**config.mk**
```make
export PLATFORM = sky130hd
export DESIGN_NAME = uart_rx_byte_fifo
export DESIGN_NICKNAME = d
export VERILOG_FILES = /design/src/rtl/uart_rx_byte_fifo.sv
export SDC_FILE = /design/constraint.sdc
export NUM_CORES = 1
export LEC_CHECK = 0
export CAP_MARGIN = 20
export CORE_AREA = 2 2 123 125
export DETAILED_ROUTE_END_ITERATION = 8
export DIE_AREA = 0 0 125 127
export HOLD_SLACK_MARGIN = 0.03
export PLACE_DENSITY = 0.76
export SLEW_MARGIN = 20
export SYNTH_ARGS = -nofsm -noshare
export SYNTH_HDL_FRONTEND = slang
export SYNTH_SLANG_ARGS = --single-unit
```
**constraint.sdc**
```tcl
create_clock -name i_clk -period 2.6 [get_ports i_clk]
set_input_delay 0.39 -clock i_clk [delete_from_list [all_inputs] [get_ports i_clk]]
set_output_delay 0.39 -clock i_clk [all_outputs]
set_load 0.005 [all_outputs]
```
**src/rtl/uart_rx_byte_fifo.sv**
```systemverilog
// Show-ahead byte FIFO behind the UART receiver, with fill level and a sticky overflow flag.
// Defining UART_RX_FIFO_DROP_CNT_EN adds a saturating count of dropped bytes.
module uart_rx_byte_fifo #(
  parameter int DEPTH      = 16,
  parameter int DATA_WIDTH = 8
) (
  input  logic                       i_clk,
  input  logic                       i_rst_n,
  input  logic                       i_uart_dv,
  input  logic [DATA_WIDTH-1:0]      i_uart_data,
  output logic [DATA_WIDTH-1:0]      o_data,
  output logic                       o_valid,
  input  logic                       i_ready,
  output logic [$clog2(DEPTH):0]     o_count,
  output logic                       o_full,
  output logic                       o_overflow,
  input  logic                       i_clr_ovf,
  output logic [7:0]                 o_drop_count
);

  localparam int AW = $clog2(DEPTH);
  localparam int CW = AW + 1;
  localparam logic [AW-1:0] PTR_ONE   = AW'(1);
  localparam logic [CW-1:0] CNT_ONE   = CW'(1);
  localparam logic [CW-1:0] CNT_DEPTH = CW'(DEPTH);

  logic [DATA_WIDTH-1:0] mem_r [DEPTH];
  logic [AW-1:0]         wr_ptr_r;
  logic [AW-1:0]         rd_ptr_r;
  logic [CW-1:0]         count_r;
  logic                  overflow_r;
  logic                  full_s;
  logic                  valid_s;
  logic                  rd_en_s;
  logic                  wr_en_s;
  logic                  drop_s;

  // A full FIFO still accepts a write when the head leaves in the same cycle.
  assign full_s  = (count_r == CNT_DEPTH);
  assign valid_s = (count_r != {CW{1'b0}});
  assign rd_en_s = valid_s & i_ready;
  assign wr_en_s = i_uart_dv & (~full_s | rd_en_s);
  assign drop_s  = i_uart_dv & full_s & ~rd_en_s;

  // Storage array; cleared on reset so o_data reads zero afterwards.
  always_ff @(posedge i_clk or negedge i_rst_n) begin
    if (!i_rst_n) begin
      for (int i = 0; i < DEPTH; i++) begin
        mem_r[i] <= {DATA_WIDTH{1'b0}};
      end
    end else if (wr_en_s) begin
      mem_r[wr_ptr_r] <= i_uart_data;
    end else begin
      mem_r[wr_ptr_r] <= mem_r[wr_ptr_r];
    end
  end

  // Pointers wrap naturally at DEPTH since DEPTH is a power of two.
  always_ff @(posedge i_clk or negedge i_rst_n) begin
    if (!i_rst_n) begin
      wr_ptr_r <= {AW{1'b0}};
      rd_ptr_r <= {AW{1'b0}};
    end else begin
      if (wr_en_s) wr_ptr_r <= wr_ptr_r + PTR_ONE;
      else         wr_ptr_r <= wr_ptr_r;
      if (rd_en_s) rd_ptr_r <= rd_ptr_r + PTR_ONE;
      else         rd_ptr_r <= rd_ptr_r;
    end
  end

  // Fill level tracks the net effect of write and read each cycle.
  always_ff @(posedge i_clk or negedge i_rst_n) begin
    if (!i_rst_n) begin
      count_r <= {CW{1'b0}};
    end else begin
      case ({wr_en_s, rd_en_s})
        2'b10:   count_r <= count_r + CNT_ONE;
        2'b01:   count_r <= count_r - CNT_ONE;
        default: count_r <= count_r;
      endcase
    end
  end

  // Sticky overflow; a drop in the same cycle as a clear keeps it set.
  always_ff @(posedge i_clk or negedge i_rst_n) begin
    if (!i_rst_n) begin
      overflow_r <= 1'b0;
    end else if (drop_s) begin
      overflow_r <= 1'b1;
    end else if (i_clr_ovf) begin
      overflow_r <= 1'b0;
    end else begin
      overflow_r <= overflow_r;
    end
  end

`ifdef UART_RX_FIFO_DROP_CNT_EN
  logic [7:0] drop_cnt_r;

  // Saturating drop counter, cleared alongside the overflow flag.
  always_ff @(posedge i_clk or negedge i_rst_n) begin
    if (!i_rst_n) begin
      drop_cnt_r <= 8'd0;
    end else if (drop_s) begin
      if (drop_cnt_r != 8'd255) drop_cnt_r <= drop_cnt_r + 8'd1;
      else                      drop_cnt_r <= drop_cnt_r;
    end else if (i_clr_ovf) begin
      drop_cnt_r <= 8'd0;
    end else begin
      drop_cnt_r <= drop_cnt_r;
    end
  end

  assign o_drop_count = drop_cnt_r;
`else
  assign o_drop_count = 8'd0;
`endif

  assign o_data     = mem_r[rd_ptr_r];
  assign o_valid    = valid_s;
  assign o_count    = count_r;
  assign o_full     = full_s;
  assign o_overflow = overflow_r;

endmodule
```
==> metrics.yaml, run 1 <==
detailed_routing:
  via_per_inst: 6.63
  drt-total-wl_mm: 22.4
  drtPass1Iterations: 5
  initialDrtViolationCount: 728
  detail_route.wl_per_cell_um: 24.6
  drc_errors: 0
  vias: 6022
  detail-route-antenna-nets: 0
cts:
  insertion_delay_ns: 0.43
  cts_tree: "done"
  clk_pin_slew_ns: 0.06
  cts_made_buffers: 17
  clock-sinks: 142
  max-clock-path-buffers: 2
  htreeDepth: 4
  cts_root_buffer: "clkbuf_16"
finish:
  multi_input_area_mm2: 0.00400
  seqCellArea_mm2: 0.00356
  final_util_pct: 64.4
  drive_above_1_share_pct: 27.6
  n_antenna_cell: 0
  syn_to_final_growth_pct: 18.3
  nFillCells: 1062
  finalNetCount: 733
setup_path:
  crit_fanout: 5
  worstSetupPathType: "register to primary output"
  arrival_ns: 2.32
  cp-end-kind: "primary output"
  crit_path_start_kind: "register"
  required_ns: 2.21
logic_synthesis:
  netlist_instances: 657
  ys_seq_area_share_pct: 45.2
  yosys_warnings: 0
  synth.distinct_cells: 45
  syn_area_mm2: 0.00785
  yosys_register_bits: 142
  postSynthAreaPerCell_um2: 12.0
  synth-edff-count: 0
  ys_async_sr_fraction_pct: 100
  ys.flop_type: "dfrtp_1"
floorplan:
  die_x_um: 125
  die_area_mm2: 0.0159
  rows: 44
  ios: 37
  initial_core_util_pct: 54.5
  die_y_um: 127
  core_mm2: 0.0144
outcome:
  status: "complete, but fails checks"
  violations: "setup timing"
power:
  p_leak_nw: 3.98
  ir_worst_vdd_uv: 871
  p_per_area_mw_per_mm2: 1540
timing:
  finalClockSkew_ns: 0.0126
  grt_setup_unrepaired: "yes"
  finalSetupViolCount: 8
  fin_crit_sh_pct: 104
  min_period_ns: 2.71
  finalMaxSlewViolations: 0
  relSlewSlack_pct: 41.2
  max_freq_mhz: 369
  fin_ws_ns: -0.109
  hold_viol: 0
  tightestPinTransition_ns: 0.879
run:
  maxCapViolCount: 0
grt:
  grt_max_degree: 90
  grt_pass1_vias: 6132
  antenna_found_initial: 0
  grt_overflow: 0
  grt_pass1_wl_mm: 35.5
  track_usage_pct: 29.6
hold_path:
  hp-class: "primary input to asynchronous set/reset pin"
place:
  place_ws_ns: 0.0133
  finalWeightedCongestion: 0.905
  hpwl_mm: 14.2
  port_buffers: 28
cells in the mapped netlist (5+ instances only):
cell type	n	area share, %
buf_4	10	0.96
mux2_2	9	1.3
dfrtp_1	142	45
a211oi_4	5	1.3
buf_2	15	0.96
nor2_4	6	0.86
o31ai_1	96	9.2
inv_1	7	0.33
xnor2_1	6	0.67
clkbuf_8	5	0.88
a31oi_1	5	0.40
nand3_1	6	0.38
mux2i_1	12	1.5
o21ai_0	33	2.1
clkbuf_1	10	0.48
a2bb2oi_1	6	0.67
ha_1	8	1.3
a22o_1	6	0.67
nand2_1	147	7.0
mux4_2	66	19
a21boi_0	6	0.57
buf_1	19	0.91
critical path, cell delays in order (launching register included):
cell and delay (ns):
dfrtp_2 0.44, buf_8 0.17, buf_8 0.12, mux4_2 0.49, mux4_2 0.51, buf_6 0.14
registers in the layout, indices dropped and copies added, names as in the netlist:
name,flops
o_overflow,1
mem_r,128
rd_ptr_r,4
o_count,5
wr_ptr_r,4
stage by stage:
step	hold slack [ns]	instance area (um2)	power, W	cells	setup TNS, ns
2_1_floorplan	0.0944	7900	0.00892	664	0
3_3_place_gp	0.218	8510	0.0110	862	0
3_5_place_dp	0.223	8510	0.0114	862	0
4_1_cts	0.342	9330	0.0143	909	-0.585
5_1_grt	0.351	9290	0.0151	908	-0.855
6_report	0.343	9290	0.0143	908	-0.453
cell usage in the layout, fill, tap and decap left out, drive strengths merged, types with 2 or more instances in the layout:
cell / count
mux2: 9
clkinv: 6
nand3: 6
nor2b: 3
xor2: 3
conb: 8
nand2b: 2
a2bb2oi: 6
bufinv: 4
o31ai: 96
a21o: 2
clkdlybuf4s50: 19
mux4: 66
nand2: 147
dfrtp: 142
ha: 8
nor2: 7
mux2i: 12
o21ai: 34
a21boi: 6
xnor2: 6
o211a: 3
a211oi: 6
clkbuf: 21
a21oi: 2
a22o: 6
a31oi: 5
buf: 69
inv: 7
routing by layer:
layer / GRT usage [%] / share of wire, % / routed length [um] / up-vias
li1: - / - / - / 2582
met1: 39.0 / 38 / 8540 / 3047
met2: 48.4 / 49 / 11000 / 324
met3: 7.24 / 9.0 / 2010 / 69
met4: 11.1 / 3.5 / 777 / 0
met5: 0 / 0 / 0 / -
cell families (layout without fill, tap and decap cells):
logic type | count (synthesis) | count (layout) | synth area share (%)
other cells | 1 | 8 | 0.0477
simple gates | 169 | 169 | 9.05
mux | 87 | 87 | 21.7
xor+xnor | 9 | 9 | 1.00
flops | 142 | 142 | 45.2
buf+inv | 68 | 128 | 4.80
fa+ha+maj | 9 | 9 | 1.53
compound gates | 172 | 172 | 16.6
area by class of cell:
| type | instances | share of cell area [%] |
|---|---|---|
| Inverter | 7 | 0.283 |
| Multi-Input combinational cell | 454 | 43.1 |
| Tap cell | 184 | 2.48 |
| Sequential cell | 142 | 38.3 |
| Clock buffer | 21 | 4.96 |
| Timing Repair Buffer | 89 | 9.12 |
| Clock inverter | 11 | 1.78 |
timing repair:
action	in CTS	in global routing
cloned	2	0
gates resized for setup	43	10
hold buffers	1	0
pin swaps	5	2
endpoints found under the hold margin	12	0
setup endpoints to repair	9	10
setup buffers	12	3
power breakdown:
group	leakage [nW]	internal [W]	switching, W	total (W)
Combinational	1.95	0.00378	0.00360	0.00738
Sequential	1.72	0.00334	0.00103	0.00436
Clock	0.307	0.00165	0.000933	0.00258
Total	3.98	0.00877	0.00556	0.0143
worst paths after layout:
kind,from,end,slack (ns),cells past startpoint
setup / recovery,rd_ptr_r[0]$_DFFE_PN0N_,o_data[0],-0.11,5
hold / removal,i_rst_n,mem_r[95]$_DFFE_PN0P_,0.34,2
setup reg to reg,o_count[2]$_DFFE_PN0P_,o_count[4]$_DFFE_PN0P_,0.04,8
hold reg to reg,mem_r[65]$_DFFE_PN0P_,mem_r[65]$_DFFE_PN0P_,0.50,2
max in group asynchronous,i_rst_n,mem_r[20]$_DFFE_PN0P_,1.53,3
min in group i_clk,mem_r[65]$_DFFE_PN0P_,mem_r[65]$_DFFE_PN0P_,0.50,2
(Power assumes the default switching activity.)
==> run 2, diff against run 1 <==
- RECOVER_POWER: not set -> 50
- TNS_END_PERCENT: not set -> 50
==> run 2 against run 1 <==
Against the previous run:
- the flow still finishes with violations (setup timing)
- non-clock buffer count decreased by 6
- fmax shrank 0.19%
- sequential share of layout area is 0.31 points higher
- worst hold slack improved by 0.16 ns
- utilization shrank 0.51 points
- clock-buffer cell count stayed put
- largest power group unchanged
- combinational power is 1% lower
==> metrics.yaml, run 2 (synthesis results as in run 1) <==
outcome:
  status: "complete, but fails checks"
  violations: "setup timing"
timing:
  fin_crit_sh_pct: 104
  tightestPinTransition_ns: 1.21
  finalSetupViolCount: 9
  min_period_ns: 2.71
  finalClockSkew_ns: 0.0136
  relSlewSlack_pct: 19.0
  grt_setup_unrepaired: "yes"
  max_freq_mhz: 369
  finalMaxSlewViolations: 0
  hold_viol: 0
  fin_ws_ns: -0.114
finish:
  final_area_mm2: 0.00922
  layout_commonest_cell: "nand2_1"
  top_register: "mem_r"
  final_cell_mix: "147 x nand2_1, 138 x dfrtp_1, 96 x o31ai_1"
  syn_to_final_growth_pct: 17.4
  drive_above_1_share_pct: 26.5
  largest_reg_flops: 128
  finalNetCount: 727
  n_antenna_cell: 0
place:
  port_buffers: 28
  place_area_mm2: 0.00851
  finalWeightedCongestion: 0.905
  hpwl_mm: 14.2
setup_path:
  cp-end-kind: "primary output"
  rr_worst_depth: 7
  worstSetupPathType: "register to primary output"
  r2r_start: "o_count[2]$_DFFE_PN0P_"
  ff2ff_setup_slack_ns: -0.04
  crit_fanout: 5
  arrival_ns: 2.32
  reg2reg_to: "o_count[4]$_DFFE_PN0P_"
  required_ns: 2.21
  crit_path_start_kind: "register"
power:
  intPower_w: 0.00873
  p_total_w: 0.0142
  clockPowerShare_pct: 18.2
  p_per_area_mw_per_mm2: 1550
  p_seq_share_pct: 30.6
  p_sw_share_pct: 38.7
  p_comb_share_pct: 51.3
  p_sw_w: 0.00551
  ir_worst_vdd_uv: 870
  p_leak_nw: 3.93
grt:
  track_usage_pct: 29.6
  grt_pass1_vias: 6112
  grt_max_degree: 90
  grt_overflow: 0
  antenna_found_initial: 0
  grt_pass1_wl_mm: 35.4
detailed_routing:
  drt-total-wl_mm: 22.0
  detail_route.wl_per_cell_um: 24.4
  via_per_inst: 6.64
  initialDrtViolationCount: 698
  drtPass1Iterations: 6
  drc_errors: 0
  detail-route-antenna-nets: 0
  vias: 5986
hold_path:
  hp-class: "register to register"
  holdPathStages: 2
  hp-start: "mem_r[102]$_DFFE_PN0P_"
  min_to: "mem_r[102]$_DFFE_PN0P_"
floorplan:
  ios: 37
  die_x_um: 125
  die_area_mm2: 0.0159
  die_y_um: 127
  core_mm2: 0.0144
  rows: 44
  initial_core_util_pct: 54.5
cts:
  clk_pin_slew_ns: 0.07
  cts_root_buffer: "clkbuf_16"
  cts_tree: "done"
  cts_made_buffers: 17
  max-clock-path-buffers: 2
  insertion_delay_ns: 0.43
  clock-sinks: 142
  htreeDepth: 4
run:
  maxCapViolCount: 0
-- run 2: timing repair --
| action | in CTS | in global routing |
|---|---|---|
| endpoints found under the hold margin | 12 | 0 |
| endpoints found under the setup margin | 9 | 9 |
| hold buffers | 1 | 0 |
| buffers inserted | 8 | 0 |
| gates cloned | 2 | 0 |
| gates resized for setup | 37 | 6 |
-- run 2: power groups by stage --
stage / combinational, W / clock (W) / sequential (W)
3_5_place_dp: 0.00707 / 0 / 0.00433
6_report: 0.00730 / 0.00259 / 0.00436
4_1_cts: 0.00737 / 0.00260 / 0.00432
3_3_place_gp: 0.00677 / 0 / 0.00423
5_1_grt: 0.00788 / 0.00271 / 0.00448
2_1_floorplan: 0.00500 / 0 / 0.00392
-- run 2: cell type report --
class | count | area (um2)
fill | 1067 | 5210
multi-input combinational | 454 | 4000
sequential | 142 | 3560
timing repair buffer | 83 | 777
clock buffer | 21 | 460
tap | 184 | 230
clock inverter | 11 | 165
inverter | 7 | 26.3
-- run 2: routing by layer --
metal / up-vias / routed length, um / track usage, %
met2: 305 / 10900 / 48.1
met1: 3059 / 8490 / 39.0
met5: - / 0 / 0
li1: 2557 / - / -
met4: 0 / 731 / 11.3
met3: 65 / 1910 / 7.45
-- run 2: how the worst max path moves through the flow --
stage	slack [ns]	from	endpoint	cells past startpoint
floorplan	0.02	o_count[2]$_DFFE_PN0P_	o_count[4]$_DFFE_PN0P_	8
global placement	0.08	o_count[2]$_DFFE_PN0P_	o_count[4]$_DFFE_PN0P_	7
detailed placement	0.01	o_count[2]$_DFFE_PN0P_	o_count[4]$_DFFE_PN0P_	7
CTS	-0.14	rd_ptr_r[0]$_DFFE_PN0N_	o_data[1]	6
global route	-0.15	rd_ptr_r[0]$_DFFE_PN0N_	o_data[1]	5
finish	-0.11	rd_ptr_r[0]$_DFFE_PN0N_	o_data[0]	5
-- run 2: per-stage QoR --
| stage | worst slack, ns | instances | setup TNS, ns | hold slack, ns | util (%) |
|---|---|---|---|---|---|
| after floorplan | 0.0160 | 664 | 0 | 0.0944 | - |
| after global placement | 0.0849 | 862 | 0 | 0.218 | 59.0 |
| after detailed placement | 0.0133 | 862 | 0 | 0.223 | 59.0 |
| after CTS | -0.143 | 905 | -0.800 | 0.342 | 64.5 |
| after global routing | -0.154 | 902 | -2.70 | 0.527 | 63.9 |
| final | -0.114 | 902 | -0.706 | 0.504 | 63.9 |
-- run 2: worst max-delay path: stages (launching register included) --
cell	delay [ns]
dfrtp_2	0.43
buf_6	0.19
buf_8	0.12
mux4_2	0.49
mux4_2	0.51
buf_6	0.14
==> run 3, diff against run 2 <==
- CORE_AREA: 2 2 123 125 -> 2 2 117 119
- DIE_AREA: 0 0 125 127 -> 0 0 119 121
- PLACE_DENSITY: 0.76 -> 0.79
- clock period: 2.6 -> 2.98 ns (I/O delays scaled with it)
==> run 3 against run 2 <==
Against the previous run:
- the flow finishes with violations (capacitance limit, slew limit)
- sequential power down 12%
- worst hold slack worse by 0.0042 ns
- global-route usage up 2.1 points
- utilization up 5.2 points
- via count grew 0.45%
- critical endpoint is now o_data[2]
- register-to-register slack better by 0.24 ns
- flip-flop and latch count stayed put
- sequential share of layout area is 0.76 points higher
- clock power is 19% lower
==> metrics.yaml, run 3 (synthesis results as in run 1) <==
timing:
  fin_setup_tns_ns: 0
  finalClockSkew_ns: 0.00839
  finalSetupViolCount: 0
  finalMaxSlewViolations: 65
  hold_slack_ns: 0.499
  relSlewSlack_pct: -3.95
  fin_crit_sh_pct: 98.5
  max_freq_mhz: 341
  hold_viol: 0
  min_period_ns: 2.93
  grt_setup_unrepaired: "no"
  tightestPinTransition_ns: 1.56
finish:
  drive_above_1_share_pct: 23.5
  n_antenna_cell: 0
  final_area_mm2: 0.00904
  syn_to_final_growth_pct: 15.1
  finalNetCount: 721
  final_util_pct: 69.1
  largest_reg_flops: 128
  final_cell_mix: "147 x nand2_1, 139 x dfrtp_1, 96 x o31ai_1"
  multi_input_area_mm2: 0.00396
  top_register: "mem_r"
  nFillCells: 924
  seqCellArea_mm2: 0.00356
  layout_commonest_cell: "nand2_1"
setup_path:
  required_ns: 2.53
  arrival_ns: 2.49
  crit_path_start_kind: "register"
  ff2ff_setup_slack_ns: 0.20
  cp-end-kind: "primary output"
  crit_path_start: "rd_ptr_r[0]$_DFFE_PN0N_"
  rr_worst_depth: 7
  r2r_start: "o_count[3]$_DFFE_PN0P_"
  crit_fanout: 9
  worstSetupPathType: "register to primary output"
power:
  ir_worst_vdd_uv: 692
  p_per_area_mw_per_mm2: 1330
  p_leak_nw: 3.88
floorplan:
  core_mm2: 0.0131
  initial_core_util_pct: 60.0
  ios: 37
  rows: 42
  die_area_mm2: 0.0144
  die_y_um: 121
  die_x_um: 119
place:
  hpwl_mm: 13.2
  finalWeightedCongestion: 0.850
  port_buffers: 28
  place_area_mm2: 0.00842
detailed_routing:
  initialDrtViolationCount: 633
  vias: 6013
  detail-route-antenna-nets: 0
  drc_errors: 0
  detail_route.wl_per_cell_um: 23.9
  drt-total-wl_mm: 21.2
  via_per_inst: 6.77
  drtPass1Iterations: 6
grt:
  grt_overflow: 0
  track_usage_pct: 31.7
  grt_pass1_wl_mm: 33.7
  grt_pass1_vias: 6183
  antenna_found_initial: 0
  grt_max_degree: 65
outcome:
  status: "complete, but fails checks"
  violations: "capacitance limit, slew limit"
cts:
  max-clock-path-buffers: 2
  cts_tree: "done"
  htreeDepth: 4
  clk_pin_slew_ns: 0.06
  cts_root_buffer: "clkbuf_16"
  clock-sinks: 142
  cts_made_buffers: 17
  insertion_delay_ns: 0.44
hold_path:
  hp-start: "mem_r[110]$_DFFE_PN0P_"
  holdPathStages: 2
  hp-class: "register to register"
run:
  maxCapViolCount: 1
==> run 3: cell count changes in the layout (fill, tap and decap cells not counted), sizes merged <==
cell,before,now
clkdlybuf4s15,2,0
clkinvlp,1,0
buf,56,42
clkbuf,26,32
bufinv,4,2
dlygate4sd2,0,8
clkinv,6,5
==> run 3: worst paths after layout <==
check / to
worst max-delay path: o_data[2]
worst min-delay path: mem_r[110]$_DFFE_PN0P_
worst max register to register: o_count[4]$_DFFE_PN0P_
worst min register to register: mem_r[110]$_DFFE_PN0P_
max in group asynchronous: mem_r[112]$_DFFE_PN0P_
min in group asynchronous: mem_r[95]$_DFFE_PN0P_
==> run 3: final cells by class <==
cell class	instances	area share, %
flip-flops and latches	142	39.4
inverters	7	0.291
clock buffers	25	5.48
well taps	176	2.44
multi-input cells	454	43.8
repair buffers	77	7.70
clock inverters	7	0.942
==> run 3: worst max-delay path: stages, from the launching register on <==
cell           delay, ns
dfrtp_2             0.42
buf_4               0.16
buf_16              0.16
mux4_2              0.50
mux4_2              0.52
dlygate4sd2_1       0.29
==> run 3: metrics by stage <==
step,worst slack (ns),total power [W],instances
final,0.0458,0.0120,888
after CTS,0.0578,0.0120,888
after global placement,0.309,0.00948,851
after global routing,0.0103,0.0127,888
after floorplan,0.201,0.00777,664
after detailed placement,0.185,0.00981,851
==> run 3: power by group <==
group	switching [W]	internal, W	leakage (nW)
combinational	0.00295	0.00314	1.86
clock	0.000789	0.00131	0.291
sequential	0.000942	0.00291	1.72
total	0.00468	0.00736	3.88
==> run 3: repair_timing <==
action                                 CTS  global route
setup endpoints to repair                8             0
hold buffers                             1             0
setup buffers                            2             0
endpoints found under the hold margin   58             0
resized for setup                       10             0
==> run 3: metal layers <==
layer	track usage, %	share of wire (%)	vias to the layer above
met5	0	0	-
met4	16.1	4.2	0
met2	48.9	47	350
met1	41.0	38	3044
met3	9.63	11	73
li1	-	-	2546
